File: src/rtl/eca_pkg.sv
// Shared types and constants for the elementary cellular automaton row engine.
package eca_pkg;
   typedef enum logic [1:0] {IDLE, RUN, DONE} state_t;

   localparam int RULE_W = 8;
   localparam int NBHD_W = 3;

   localparam logic [RULE_W-1:0] RULE_30  = 8'd30;
   localparam logic [RULE_W-1:0] RULE_90  = 8'd90;
   localparam logic [RULE_W-1:0] RULE_110 = 8'd110;
   localparam logic [RULE_W-1:0] RULE_204 = 8'd204;
endpackage

File: src/rtl/eca_row_engine_if.sv
// Load / run handshake bundle between the pattern source and the row engine.
interface eca_row_engine_if #(
   parameter int WIDTH = 16,
   parameter int GEN_W = 8
);
   logic [7:0]       rule;
   logic             load_valid;
   logic             load_bit;
   logic             load_ready;
   logic             start;
   logic [GEN_W-1:0] gen_count;
   logic             busy;
   logic             done;
   logic             loaded;
   logic [WIDTH-1:0] row;

   modport master (
      output rule, load_valid, load_bit, start, gen_count,
      input  load_ready, busy, done, loaded, row
   );

   modport slave (
      input  rule, load_valid, load_bit, start, gen_count,
      output load_ready, busy, done, loaded, row
   );
endinterface

File: src/rtl/eca_cell_rule.sv
// One cell's next state: selects rule bit indexed by {left, centre, right}.
module eca_cell_rule
   import eca_pkg::*;
(
   input  logic [RULE_W-1:0] rule,
   input  logic [NBHD_W-1:0] nbhd,
   output logic              nxt
);
   logic [3:0] l1;
   logic [1:0] l2;

   // Tree resolves nbhd LSB first, so l1[k] = rule[{k, nbhd[0]}].
   for (genvar k = 0; k < 4; k++) begin : g_l1
      eca_mux2 u_mux (.a(rule[2*k]), .b(rule[2*k+1]), .sel(nbhd[0]), .y(l1[k]));
   end

   for (genvar k = 0; k < 2; k++) begin : g_l2
      eca_mux2 u_mux (.a(l1[2*k]), .b(l1[2*k+1]), .sel(nbhd[1]), .y(l2[k]));
   end

   eca_mux2 u_mux_top (.a(l2[0]), .b(l2[1]), .sel(nbhd[2]), .y(nxt));
endmodule

File: src/rtl/eca_mux2.sv
// Generic 2:1 single-bit multiplexer.
module eca_mux2 (
   input  logic a,
   input  logic b,
   input  logic sel,
   output logic y
);
   assign y = sel ? b : a;
endmodule

File: src/rtl/eca_row_engine.sv
// Holds one ECA row: serial MSB-first load, then evolves it for gen_count
// generations under the sampled Wolfram rule with periodic boundaries.
module eca_row_engine
   import eca_pkg::*;
#(
   parameter int WIDTH = 16,
   parameter int GEN_W = 8
) (
   input logic              clk,
   input logic              rst,
   eca_row_engine_if.slave  bus
);
   localparam int              PTR_W   = $clog2(WIDTH);
   localparam logic [PTR_W-1:0] PTR_MAX = PTR_W'(WIDTH - 1);

   state_t             state, state_nxt;
   logic [WIDTH-1:0]   row_q, row_nxt;
   logic [PTR_W-1:0]   ptr;
   logic               loaded_q;
   logic [RULE_W-1:0]  rule_q;
   logic [GEN_W-1:0]   remaining;
   logic               start_acc, load_acc;

   for (genvar i = 0; i < WIDTH; i++) begin : g_cell
      eca_cell_rule u_cell (
         .rule (rule_q),
         .nbhd ({row_q[(i+1)%WIDTH], row_q[i], row_q[(i+WIDTH-1)%WIDTH]}),
         .nxt  (row_nxt[i])
      );
   end

   always_comb begin
      state_nxt      = state;
      start_acc      = 1'b0;
      load_acc       = 1'b0;
      bus.load_ready = 1'b0;
      unique case (state)
         IDLE: begin
            bus.load_ready = ~bus.start;
            start_acc      = bus.start & loaded_q;
            load_acc       = bus.load_valid & ~bus.start;
            if (start_acc) state_nxt = (bus.gen_count != '0) ? RUN : DONE;
         end
         RUN:     if (remaining == GEN_W'(1)) state_nxt = DONE;
         DONE:    state_nxt = IDLE;
         default: state_nxt = IDLE;
      endcase
   end

   always_ff @(posedge clk) begin
      if (rst) begin
         state     <= IDLE;
         row_q     <= '0;
         ptr       <= PTR_MAX;
         loaded_q  <= 1'b0;
         rule_q    <= '0;
         remaining <= '0;
      end else begin
         state <= state_nxt;
         if (start_acc) begin
            rule_q    <= bus.rule;
            remaining <= bus.gen_count;
            ptr       <= PTR_MAX;
         end else if (load_acc) begin
            row_q[ptr] <= bus.load_bit;
            ptr        <= (ptr == '0) ? PTR_MAX : ptr - PTR_W'(1);
            if (ptr == PTR_MAX)  loaded_q <= 1'b0;
            else if (ptr == '0)  loaded_q <= 1'b1;
         end
         if (state == RUN) begin
            row_q     <= row_nxt;
            remaining <= remaining - GEN_W'(1);
         end
      end
   end

   assign bus.busy   = (state != IDLE);
   assign bus.done   = (state == DONE);
   assign bus.loaded = loaded_q;
   assign bus.row    = row_q;
endmodule
File: src/flat_wrapper.sv
// flat-port wrapper written by rule: the top's interface ports become plain ports
module eca_row_engine_flat import eca_pkg::*;
#(
   parameter int WIDTH = 16,
   parameter int GEN_W = 8
)
  (clk, rst, bus_rule, bus_load_valid, bus_load_bit, bus_start, bus_gen_count, bus_load_ready, bus_busy, bus_done, bus_loaded, bus_row);
  eca_row_engine_if #(.WIDTH(WIDTH), .GEN_W(GEN_W)) bus_i ();
  input logic clk;
  input logic rst;
  input wire logic [$bits(bus_i.rule)-1:0] bus_rule;
  input wire logic [$bits(bus_i.load_valid)-1:0] bus_load_valid;
  input wire logic [$bits(bus_i.load_bit)-1:0] bus_load_bit;
  input wire logic [$bits(bus_i.start)-1:0] bus_start;
  input wire logic [$bits(bus_i.gen_count)-1:0] bus_gen_count;
  output wire logic [$bits(bus_i.load_ready)-1:0] bus_load_ready;
  output wire logic [$bits(bus_i.busy)-1:0] bus_busy;
  output wire logic [$bits(bus_i.done)-1:0] bus_done;
  output wire logic [$bits(bus_i.loaded)-1:0] bus_loaded;
  output wire logic [$bits(bus_i.row)-1:0] bus_row;
  assign bus_i.rule = bus_rule;
  assign bus_i.load_valid = bus_load_valid;
  assign bus_i.load_bit = bus_load_bit;
  assign bus_i.start = bus_start;
  assign bus_i.gen_count = bus_gen_count;
  assign bus_load_ready = bus_i.load_ready;
  assign bus_busy = bus_i.busy;
  assign bus_done = bus_i.done;
  assign bus_loaded = bus_i.loaded;
  assign bus_row = bus_i.row;
  eca_row_engine #(.WIDTH(WIDTH), .GEN_W(GEN_W)) u_core (.clk(clk), .rst(rst), .bus(bus_i));
endmodule
File: config.mk
export PLATFORM = sky130hd
export DESIGN_NAME = eca_row_engine_flat
export DESIGN_NICKNAME = d
export VERILOG_FILES = /design/src/rtl/eca_pkg.sv /design/src/rtl/eca_row_engine_if.sv /design/src/rtl/eca_cell_rule.sv /design/src/rtl/eca_mux2.sv /design/src/rtl/eca_row_engine.sv /design/src/flat_wrapper.sv
export SDC_FILE = /design/constraint.sdc
export NUM_CORES = 1
export LEC_CHECK = 0
export CORE_MARGIN = 2
export CORE_UTILIZATION = 38
export DETAILED_ROUTE_END_ITERATION = 8
export GPL_ROUTABILITY_DRIVEN = 1
export PLACE_DENSITY_LB_ADDON = 0.12
export SYNTH_ARGS = -nofsm -noshare
export SYNTH_HDL_FRONTEND = slang
export SYNTH_HIERARCHICAL = 1
export SYNTH_SLANG_ARGS = --single-unit
File: constraint.sdc
create_clock -name clk -period 2 [get_ports clk]
set_clock_uncertainty 0.1 [all_clocks]
set_input_delay 0.5 -clock clk [delete_from_list [all_inputs] [get_ports clk]]
set_output_delay 0.5 -clock clk [all_outputs]
set_load 0.01 [all_outputs]
After elaboration in Yosys (flattened, before gate mapping) --
Index checks and enable logic that the tools add are counted.
Word-level totals: register bits 39, output and inout bits 20, word-level logic and storage cells 163
Cells by class: add/sub/neg operators 2, magnitude comparators 2, equality and inequality tests 7, muxes and demuxes 130, bitwise operators 4, reduce and logical (&&, ||, !) cells 12
Operators with widths (number):
- 2-to-1 mux 1 bit | 118
- 2-to-1 mux 16 bit | 3
- bitwise mux 16 bit | 1
- 2-to-1 mux 8 bit | 2
- == test 8 x 1 -> 1 bit, second input constant | 1
- nonzero test 2 bit | 4
- nonzero test 8 bit | 1
- subtractor 8 x 1 -> 8 bit, second input constant | 1
- 2-to-1 mux 2 bit | 3
- less-than comparator 4 x 5 -> 1 bit, second input constant | 1
- demux 1 bit (select 4 bit) | 1
- == test 4 bit, second input constant | 1
- greater-or-equal comparator 4 x 1 -> 1 bit, second input constant | 1
- zero test 4 bit | 1
- 2-to-1 mux 4 bit | 1
- inequality test 2 x 1 -> 1 bit, second input constant | 2
- one-hot mux 2 bit (2 select lines) | 1
- AND reduction 2 bit | 2
- subtractor 4 x 1 -> 4 bit, second input constant | 1
- AND reduction 3 bit | 1
- AND 1 bit | 2
- == test 2 x 1 -> 1 bit, second input constant | 1
- == test 2 bit, second input constant | 1
- zero test 2 bit | 1
- other kinds (4) | 5

Longest topological paths before layout --
word-level depth 8, gate-level depth with buffers 6, mapped depth without buffers 5

Modules after synthesis --
Netlist, hierarchy kept.
By module, submodules not included:
- eca_row_engine | instances 1, cells each 237, area each 2000.7 um2, sequential area each 780.7 um2
- eca_mux2 | instances 112, cells each 1, area each 15.0 um2, sequential area each 0.0 um2

Least setup slack after synthesis --
OpenSTA, ideal clock, no wires.
path type reg-to-reg, start point register u_core.ptr[0], end point register u_core.row_q[0], in the netlist u_core/bus.row[0], library setup time 0.091 ns, data arrival time 1.678 ns, data required time 1.809 ns, slack 0.131 ns, stages on the path, launching flop included 6, buffers on the path 0, clock period less this slack 1.869 ns, cells stage by stage dfxtp_1 inv_1 ha_1 or3b_2 or3_1 a311oi_1
On the way: cells in the longest elaborated chain, start to end 8
Ends and longest elaborated chain:
- start: declaration | line eca_row_engine.sv:18 | logic [PTR_W-1:0] ptr;
- start signal: assignment | line eca_row_engine.sv:66 | ptr <= (ptr == '0) ? PTR_MAX : ptr - PTR_W'(1);
- less-than comparator 4 x 5 -> 1 bit (implied by the code) / greater-or-equal comparator 4 x 1 -> 1 bit (equally long branches) | line eca_row_engine.sv:65 | row_q[ptr] <= bus.load_bit;
- logical AND 1 bit (implied by the code) | line eca_row_engine.sv:65
- 2-to-1 mux 1 bit (implied by the code) | line eca_row_engine.sv:65
- demux 1 bit (select 4 bit) *
- bitwise mux 16 bit * | line eca_row_engine.sv:65
- 2-to-1 mux 16 bit * | line eca_row_engine.sv:64 | end else if (load_acc) begin
- 2-to-1 mux 16 bit * | line eca_row_engine.sv:60 | if (start_acc) begin
- 2-to-1 mux 16 bit * | line eca_row_engine.sv:70 | if (state == RUN) begin
- end signal: indexed assignment | line eca_row_engine.sv:65
- end signal: assignment | line eca_row_engine.sv:71 | row_q <= row_nxt;
- end: declaration | line eca_row_engine.sv:17 | logic [WIDTH-1:0] row_q, row_nxt;
Mark *: on every way between the ends. The rest lies on a longest branch, timed or not. The select of a mux whose other input is x is not followed. A chain may end at the register's enable or synchronous reset.

Worst setup path after layout --
start point register u_core.row_q[7], in the netlist u_core/bus.row[7], end point output bus_row[7]
RTL lines:
- end: declaration | line flat_wrapper.sv:20 | output wire logic [$bits(bus_i.row)-1:0] bus_row;
No word-level cell between the ends.

==> metrics <==
outcome=finished clean; hold_ws=slightly below 0.4 ns; Fmax=0.5145 GHz; Post-synth EDFFs=0; cts-stage hold buffer count=0; YS warnings=6; synth cell count leaders=mux2_4, dfxtp_1, nor2_1, a311oi_1, nand2_1; CP max-delay cell=clkdlybuf4s50_1; Yosys cell types=41; sw frac=0.2277; TritonRoute pass-1 iters=4; dominant cells by area after synthesis=mux2_4, dfxtp_1, a311oi_1, ha_1, nor2_1; Synth Register Bits=39; Worst Setup End Kind=output port; Max VDD drop=between 0.0002 and 0.0003 V; clock slew at reported path FFs=roughly 0.080 ns; Clock Path Buffers=2; routability cong.=~0.79; Net Switching=0.0003731 W; Synth Net Count=~380; hold crit path type=register to register; Rows=35; # nets final=464; final number of setup-violating endpoints=0; drc violations=0; Mapped Cells=approximately 350; post-synthesis sequential area ratio=0.2120; cts bufs inserted=5; Root Driver=clkbuf_8; Clock Sinks=39; Chip Width=between 100 and 150 um; Tmin final=1.944 ns; Setup Crit Path Kind=register to output port; Die Y=102.4 um; TritonCTS clock tree=built; Syn Area/Cell=10.55 um2; worst-path cell chain=clkdlybuf4s50_1; Pwr Density=~330 mW/mm2; count leader, synth=mux2_4; CP Launch Type=register; Rel. slew slack=0.6796; Leak Pwr=approximately 1.9 nW; core area=between 0.009 and 0.01 mm2; vias in the first global route=3072; ys async rst share=0; Comb power frac=0.097; initial drt markers=about 180; Routed WL per cell=17.09 um; die area=~0.010 mm2; fin util=0.5247; sequential share of power=0.480; cell family with most CP delay=buffers and inverters; Final Hold Vio Count=0; Crit path largest cell delay=approximately 0.58 ns; antenna cells=0; cell-internal power=0.001266 W; worst path buffer plus inverter count=1; largest area contributor in the netlist=mux2_4; synthesized area=between 0.003 and 0.004 mm2; crit path DAT=roughly 1.3 ns; Worst Tran Pin Value=0.4763 ns; placed cells=556; starting density of the core=0.3948; period utilization=0.9718; area fraction of the dominant cell type after synthesis=0.4567; routed wire length=9672 um; port bufs=40; total track usage=0.1892; largest net degree at the start of global routing=18; Slew Viols, Final=0; Post-synth top flop=dfxtp_1; Layout area overhead=32.93%; Worst-Skew Late Latency=around 0.29 ns; first-pass GRT wire length=15650 um; RSZ-0062 raised after global routing=no; layout cells sized above 1=0.4805; max cap viols=0; htree depth=2; vias post-DR=approximately 3100; post-route insts no fill=566; io pins=between 40 and 50; Post-DRT Antenna Nets=0; initial antenna violation count=0; Vias/cell=roughly 5.5; DP HPWL=roughly 7100 um; GR Overflow Total=0; CP required=between 1 and 1.5 ns; Clk pwr share=0.423; Overall Power=0.001639 W; critical path peak fanout=8
[cell type report]
| class | instances | area, um2 |
|---|---|---|
| Inverter | 7 | 26.28 |
| Tap cell | 129 | 161.4 |
| Clock inverter | 2 | 35.03 |
| Timing Repair Buffer | 101 | 960.9 |
| Multi-Input combinational cell | 282 | 2820 |
| Clock buffer | 6 | 82.58 |
| Sequential cell | 39 | 808.3 |
| Fill cell | 873 | 4433 |
[path summary, 6_finish.rpt]
path | from | to | slack, ns | depth (start not counted)
hold / removal | u_core/remaining[1] | u_core/remaining[1] | 0.40 | 2
hold reg to reg | u_core/remaining[1] | u_core/remaining[1] | 0.40 | 2
setup reg to reg | u_core/ptr[1] | u_core/bus.row[2] | 0.08 | 4
setup / recovery | u_core/bus.row[7] | bus_row[7] | 0.06 | 1
[power groups by stage]
stage               registers, W  logic (W)  clock network [W]
floorplan               0.000810  0.0000610                  0
global placement        0.000808   0.000152                  0
detailed placement      0.000809   0.000154                  0
CTS                     0.000787   0.000155           0.000714
global route            0.000789   0.000170           0.000742
finish                  0.000787   0.000158           0.000693
[what timing repair did]
action                                  CTS  global route
resized for setup                        27             7
pin swaps                                 2             2
buffers inserted                          0             2
endpoints found under the setup margin   25             8
[layout by cell type (no fill, tap or decap), types with 8 or more instances in the layout]
cell type and n:
buf_12 8, buf_4 52, or3_1 10, a311oi_1 19
nor2_1 21, dfxtp_2 13, mux2_4 112, nand2_1 20
dfxtp_1 23, o21ai_0 12, a21oi_1 14, clkdlybuf4s50_1 33
[per-stage QoR]
step / TNS (ns) / setup WS [ns] / cell area [um2]
3_5_place_dp: -7.794 / -0.4186 / 4712
2_1_floorplan: 0 / 0.1313 / 3682
5_1_grt: 0 / 0.002888 / 4895
4_1_cts: 0 / 0.002380 / 4858
3_3_place_gp: -6.117 / -0.3830 / 4712
6_report: 0 / 0.05631 / 4895
[flip-flops by register name, summed over array words and instances (netlist names)]
| register | flops |
|---|---|
| u_core/bus.loaded | 1 |
| u_core/rule_q | 8 |
| u_core/remaining | 8 |
| u_core/bus.row | 16 |
| u_core/state | 2 |
| u_core/ptr | 4 |
[per-layer routing]
layer	track usage	part of all wire
met1	0.2524	0.48
met2	0.3293	0.48
met3	0.02120	0.029
met4	0.03897	0.0051
met5	0	0
[cell families after synthesis]
| group | Yosys count | share of synthesized area |
|---|---|---|
| multiplexers | 112 | 0.4567 |
| AND/OR/NAND/NOR | 96 | 0.1492 |
| AO/OA/AOI/OAI | 66 | 0.1267 |
| flip-flops | 39 | 0.2120 |
| buffers and inverters | 28 | 0.02922 |
| adder cells (fa/ha/maj) | 7 | 0.02378 |
| XOR/XNOR | 1 | 0.002379 |
Note: power is estimated with default switching activity, not from simulation.
